File: src/rtl/timer_controller.sv
// rtl/timer_controller.sv - mm:ss countdown sequencer with run/pause/expire control and timed alarm
module timer_controller #(
  parameter int TICKS_PER_SEC = 2,
  parameter int MAX_MIN       = 99,
  parameter int ALARM_TICKS   = 10
) (
  input  logic       clk_50MHz,
  input  logic       reset,
  input  logic       tick,
  input  logic       btn_start,
  input  logic       btn_clear,
  input  logic       load,
  input  logic [6:0] load_min,
  input  logic [5:0] load_sec,
  output logic [6:0] min,
  output logic [5:0] sec,
  output logic       running,
  output logic       alarm,
  output logic [1:0] state
);

  typedef enum logic [1:0] {
    IDLE    = 2'd0,
    RUN     = 2'd1,
    PAUSE   = 2'd2,
    EXPIRED = 2'd3
  } state_t;

  localparam logic [3:0] SUB_LAST   = 4'(TICKS_PER_SEC - 1);
  localparam logic [7:0] ALARM_LAST = 8'(ALARM_TICKS - 1);
  localparam logic [6:0] MAX_MIN_V  = 7'(MAX_MIN);
  localparam logic [5:0] SEC_MAX    = 6'd59;

  state_t     state_q, state_d;
  logic [6:0] min_q, min_d;
  logic [5:0] sec_q, sec_d;
  logic [3:0] sub_q, sub_d;
  logic [7:0] acnt_q, acnt_d;
  logic       running_q, alarm_q;

  logic       load_ok;
  logic       count_zero;
  logic       sec_end;
  logic       last_sec;
  logic       alarm_done;
  logic [6:0] clamp_min;
  logic [5:0] clamp_sec;

  assign load_ok    = load && (state_q == IDLE || state_q == PAUSE);
  assign count_zero = (min_q == 7'd0) && (sec_q == 6'd0);
  assign sec_end    = (sub_q == SUB_LAST);
  assign last_sec   = (min_q == 7'd0) && (sec_q == 6'd1);
  assign alarm_done = (acnt_q == ALARM_LAST);
  assign clamp_min  = (load_min > MAX_MIN_V) ? MAX_MIN_V : load_min;
  assign clamp_sec  = (load_sec > SEC_MAX) ? SEC_MAX : load_sec;

  // State register plus the registered copies of running/alarm so they track state exactly.
  always_ff @(posedge clk_50MHz or posedge reset) begin
    if (reset) begin
      state_q   <= IDLE;
      min_q     <= 7'd0;
      sec_q     <= 6'd0;
      sub_q     <= 4'd0;
      acnt_q    <= 8'd0;
      running_q <= 1'b0;
      alarm_q   <= 1'b0;
    end else begin
      state_q   <= state_d;
      min_q     <= min_d;
      sec_q     <= sec_d;
      sub_q     <= sub_d;
      acnt_q    <= acnt_d;
      running_q <= (state_d == RUN);
      alarm_q   <= (state_d == EXPIRED);
    end
  end

  // Priority: clear > accepted load > start > tick; a start always swallows a coincident tick.
  always_comb begin
    state_d = state_q;
    if (btn_clear) begin
      state_d = IDLE;
    end else if (load_ok) begin
      state_d = state_q;
    end else if (btn_start) begin
      case (state_q)
        IDLE:    state_d = count_zero ? IDLE : RUN;
        RUN:     state_d = PAUSE;
        PAUSE:   state_d = RUN;
        default: state_d = state_q;
      endcase
    end else if (tick) begin
      case (state_q)
        RUN:     state_d = (sec_end && last_sec) ? EXPIRED : RUN;
        EXPIRED: state_d = alarm_done ? IDLE : EXPIRED;
        default: state_d = state_q;
      endcase
    end
  end

  always_comb begin
    min_d  = min_q;
    sec_d  = sec_q;
    sub_d  = sub_q;
    acnt_d = acnt_q;
    if (btn_clear) begin
      min_d  = 7'd0;
      sec_d  = 6'd0;
      sub_d  = 4'd0;
      acnt_d = 8'd0;
    end else if (load_ok) begin
      min_d = clamp_min;
      sec_d = clamp_sec;
      sub_d = 4'd0;
    end else if (btn_start) begin
      sub_d = sub_q;
    end else if (tick) begin
      if (state_q == RUN) begin
        if (!sec_end) begin
          sub_d = sub_q + 4'd1;
        end else begin
          sub_d = 4'd0;
          if (sec_q != 6'd0) begin
            sec_d = sec_q - 6'd1;
          end else begin
            sec_d = SEC_MAX;
            min_d = min_q - 7'd1;
          end
          if (last_sec) begin
            acnt_d = 8'd0;
          end
        end
      end else if (state_q == EXPIRED) begin
        acnt_d = alarm_done ? 8'd0 : acnt_q + 8'd1;
      end
    end
  end

  assign min     = min_q;
  assign sec     = sec_q;
  assign running = running_q;
  assign alarm   = alarm_q;
  assign state   = state_q;

endmodule

File: config.mk
export PLATFORM = sky130hd
export DESIGN_NAME = timer_controller
export DESIGN_NICKNAME = d
export VERILOG_FILES = /design/src/rtl/timer_controller.sv
export SDC_FILE = /design/constraint.sdc
export NUM_CORES = 1
export LEC_CHECK = 0
export CORE_MARGIN = 1.5
export CORE_UTILIZATION = 40
export CTS_BUF_LIST = sky130_fd_sc_hd__clkbuf_2
export DETAILED_ROUTE_END_ITERATION = 8
export PLACE_DENSITY = 0.66
export REMOVE_ABC_BUFFERS = 1
export SKIP_CTS_REPAIR_TIMING = 1
export SLEW_MARGIN = 10
export SYNTH_ARGS = -nofsm -noshare
export SYNTH_HDL_FRONTEND = slang
export SYNTH_SLANG_ARGS = --single-unit
File: constraint.sdc
create_clock -name clk_50MHz -period 1.7 [get_ports clk_50MHz]
set_input_delay 0.425 -clock clk_50MHz [delete_from_list [all_inputs] [get_ports clk_50MHz]]
set_output_delay 0.425 -clock clk_50MHz [all_outputs]
set_load 0.01 [all_outputs]
==> summary by stage <==
Outcome
The flow ran to the end, but the final reports show violations. The checks that failed: negative setup slack.

Global route
The via count of the first global-routing pass came to 2,025. Global routing used 21.4% of the available tracks. The first global-routing pass estimated 8990 µm of wire. The global route total overflow is 0. The pin count of the biggest net entering global routing is 30. The initial antenna violation count came to 0.

Timing
The worst path in the final design needs a cycle of 1.79 ns, including I/O delays and setup. The clock tree skew after final layout is between 0.015 and 0.02 ns. Setup repair after global routing could not meet its margin everywhere. Based on the critical path, the design can be clocked at up to 0.559 GHz. The relative slew slack is 68.3%. The max-slew violation total from the final report came to 0. After layout, the worst path uses 105% of the clock period.

For the pin with the worst max-slew slack, the measured transition is 0.476 ns. The final-layout setup total negative slack is -0.322 ns. The total of endpoints with negative setup slack in the final report is 13. Once routing completed, OpenROAD measured the worst setup slack at -0.0875 ns.

The hold violation total from the final report came to 0.

Setup path
The worst reg2reg path depth is 7. In this run the critical register-to-register path is launched from sec[1]. The worst flop-to-flop path endpoint is acnt_q[5]. The register-to-register path setup slack is -0.09 ns. The cell type group with the largest total delay on the critical path is simple AND/OR/NAND/NOR gates.

The total buffers and inverters traversed by the critical path is 2. Along the worst path, the maximum fanout reaches 3. The slowest cell on the critical path is sky130_fd_sc_hd__dfrtp_1. STA puts the critical path data arrival time at between 2 and 2.5 ns. STA classifies the critical path startpoint as a flip-flop.

The signal on the critical path passes through inv_2 -> ha_4 -> nor4bb_4 -> buf_4 -> and4_4 -> o41ai_1 -> a311o_1. On the worst path, the slowest cell contributes a delay of 0.43 ns. The type of element capturing the critical path is a flip-flop. The required arrival time at the worst endpoint is 1.98 ns.

The critical path in this run is classified as flip-flop to flip-flop.

Clock network
The number of CTS-inserted buffers is 5. The cell chosen for the clock root is sky130_fd_sc_hd__clkbuf_2. TritonCTS built the clock tree.

Clock-pin slew was measured on the worst setup and hold paths at 0.17 ns. The clock passes through at most 2 buffers. The H-tree was split into 2 levels. The clock network latency to the later pin of the worst-skew pair is 0.37 ns. The total number of clock tree sinks is 29.

Routing
The remaining antenna violation count is 0. The met2 wire length is 2730 µm. The met3 routed wirelength is 214 µm. For this run, design rule violations remaining after detail routing come to 0. The via count normalized by instance count is 5.32.

The top layer reached by signal wires is met4. The routed length per instance is between 10 and 15 µm. For this block, wires on met1 add up to 2530 µm. The total wire length after detailed routing is 5580 µm. For this run, the detailed router's first-pass iteration total came to 4. The DRC violation total after the first TritonRoute iteration is 94.

The number of vias after detailed routing is 2,082.

Synth
The number of enable-type register cells in the synthesized netlist is 0. Counting every instance in the synthesized netlist gives 214. The yosys synthesis warning count is 0. Synthesis instantiated 65 different standard cells from the library. The proportion of synthesized flip-flops having asynchronous set or reset is 100%. The average size of a mapped cell is 9.41 µm². After synthesis, flip-flops and latches occupy a little over a third of the total area. The cell area after synthesis is 2010 µm². Among all flip-flop cells after synthesis, the most frequent one is sky130_fd_sc_hd__dfrtp_1. The number of storage elements in the synthesis netlist is 29.

Power and ir drop
IR analysis of the VDD net gives a maximum drop of 0.000472 V. Power spread over the standard cell area amounts to roughly 700 nW/µm². In this run the static leakage power is roughly 0.0016 µW.

Flow run
Max-cap violations in this run came to 0.

Layout
The number of antenna diodes in the final layout is 0. Once layout is complete, the cells apart from fillers number approximately 390. The proportion of layout cells with a drive suffix above 1 is a little over a third. In the final design database the tool counted 350 nets. Relative to the synthesized area, the layout overhead comes to 58.3%.

Placement
At the end of routability-driven placement, the weighted congestion stood at around 0.83. In this run, placement finished with an instance count of 371. The count of input and output buffers is 35. The wire-length estimate of the detail-placed layout is 3960 µm.

Die
The die boundary width is 74.0 µm. In this run the standard cell core region covers around 4800 µm². The floorplan step defined a die boundary enclosing 5470 µm². The die span in y is 74.0 µm. The floorplan has 25 rows. 36 I/O pins were placed. For this configuration, the core starts out at a cell density of a little over two fifths.

Hold path
The min-delay analysis places its worst path in the category primary input to asynchronous set/reset pin.
state kept, by name, indices dropped and copies added, names as in the netlist:
register / flops
acnt_q: 8
min: 7
sec: 6
sub_q: 4
state: 2
alarm: 1
running: 1
layout by cell type, fill, tap and decap left out, types with 2 or more instances in the layout:
master and count:
sky130_fd_sc_hd__nor3b_2 3, sky130_fd_sc_hd__ha_2 2, sky130_fd_sc_hd__a21oi_1 11, sky130_fd_sc_hd__o21ai_0 7, sky130_fd_sc_hd__xnor2_1 4, sky130_fd_sc_hd__mux2_4 2, sky130_fd_sc_hd__o311ai_2 2, sky130_fd_sc_hd__and3_1 4
sky130_fd_sc_hd__nand3_1 8, sky130_fd_sc_hd__nor2_1 8, sky130_fd_sc_hd__mux2i_1 2, sky130_fd_sc_hd__clkbuf_2 6, sky130_fd_sc_hd__a41oi_1 2, sky130_fd_sc_hd__nor2b_1 3, sky130_fd_sc_hd__nand2_1 19, sky130_fd_sc_hd__o22a_1 2
sky130_fd_sc_hd__buf_6 4, sky130_fd_sc_hd__o21ai_2 2, sky130_fd_sc_hd__nand4_1 2, sky130_fd_sc_hd__inv_2 2, sky130_fd_sc_hd__inv_1 14, sky130_fd_sc_hd__buf_4 69, sky130_fd_sc_hd__dlymetal6s2s_1 17, sky130_fd_sc_hd__ha_1 5
sky130_fd_sc_hd__nand2b_1 4, sky130_fd_sc_hd__nor3_1 3, sky130_fd_sc_hd__clkinv_2 2, sky130_fd_sc_hd__or3_1 2, sky130_fd_sc_hd__clkdlybuf4s50_1 18, sky130_fd_sc_hd__o31ai_1 2, sky130_fd_sc_hd__dfrtp_1 28, sky130_fd_sc_hd__a32oi_1 4
sky130_fd_sc_hd__o21ai_1 7, sky130_fd_sc_hd__a31oi_1 9, sky130_fd_sc_hd__nor4_1 2
through the flow:
step | hold WS (ns) | utilization [%] | power [µW] | area [µm²] | setup WS, ns
2_1_floorplan | 0.496 | - | 1280 | 1980 | -0.0974
3_3_place_gp | 0.542 | 60.1 | 1750 | 2880 | -0.342
3_5_place_dp | 0.543 | 60.1 | 1750 | 2880 | -0.389
4_1_cts | 0.396 | 60.9 | 2110 | 2920 | -0.215
5_1_grt | 0.427 | 66.6 | 2370 | 3190 | -0.145
6_report | 0.396 | 66.6 | 2220 | 3190 | -0.0875
kinds of logic after synthesis:
family / synth area share (%)
AO/OA/AOI/OAI: 24.4
XOR/XNOR: 2.17
adder cells (fa/ha/maj): 4.97
buffers and inverters: 4.91
flip-flops: 36.0
multiplexers: 2.48
AND/OR/NAND/NOR: 25.0
final cells by class:
type,count,area [µm²]
fillers,381,1600
multi-input cells,162,1300
repair buffers,109,976
flip-flops and latches,29,727
well taps,67,83.8
inverters,16,60.1
clock buffers,6,30.0
clock inverters,2,10.0
cell usage after synthesis, types with 3 or more instances:
| library cell | n | share of area, % |
|---|---|---|
| sky130_fd_sc_hd__nand2_1 | 19 | 3.5 |
| sky130_fd_sc_hd__nor2b_1 | 3 | 0.93 |
| sky130_fd_sc_hd__xnor2_1 | 4 | 1.7 |
| sky130_fd_sc_hd__inv_1 | 15 | 2.8 |
| sky130_fd_sc_hd__a32oi_1 | 4 | 1.7 |
| sky130_fd_sc_hd__a21oi_1 | 12 | 3.0 |
| sky130_fd_sc_hd__a41oi_1 | 3 | 1.3 |
| sky130_fd_sc_hd__and3_1 | 4 | 1.2 |
| sky130_fd_sc_hd__dfrtp_1 | 29 | 36 |
| sky130_fd_sc_hd__nor2_1 | 9 | 1.7 |
| sky130_fd_sc_hd__o21ai_1 | 4 | 0.99 |
| sky130_fd_sc_hd__nand2b_1 | 4 | 1.2 |
| sky130_fd_sc_hd__nand3_1 | 8 | 2.0 |
| sky130_fd_sc_hd__buf_2 | 4 | 0.99 |
| sky130_fd_sc_hd__ha_1 | 8 | 5.0 |
| sky130_fd_sc_hd__a31oi_1 | 9 | 2.8 |
| sky130_fd_sc_hd__o21ai_0 | 12 | 3.0 |
| sky130_fd_sc_hd__nor3_1 | 3 | 0.75 |
| sky130_fd_sc_hd__or3_1 | 3 | 0.93 |
worst max-delay path by stage:
stage	from	depth (start not counted)	slack (ns)	endpoint
after floorplan	state[0]	4	-0.1	min[0]
after global placement	tick	6	-0.34	min[3]
after detailed placement	tick	6	-0.39	min[3]
after CTS	sec[4]	2	-0.22	sec[4]
after global routing	acnt_q[1]	7	-0.15	acnt_q[5]
final	sec[1]	7	-0.09	acnt_q[5]
power breakdown:
group	internal (µW)	switching (µW)
logic	565	483
clock network	103	251
registers	761	57.8
total	1430	792
tightest hold or removal path, cell delays in order:
cell	delay (ns)
sky130_fd_sc_hd__clkdlybuf4s50_1	0.39
sky130_fd_sc_hd__inv_1	0.05
sky130_fd_sc_hd__buf_4	0.34
layer usage:
metal	up-vias	GRT usage [%]
li1	1035	-
met1	984	27.2
met2	52	36.8
met3	11	4.61
met4	0	5.56
met5	-	0
Note: power is estimated with default switching activity, not from simulation.
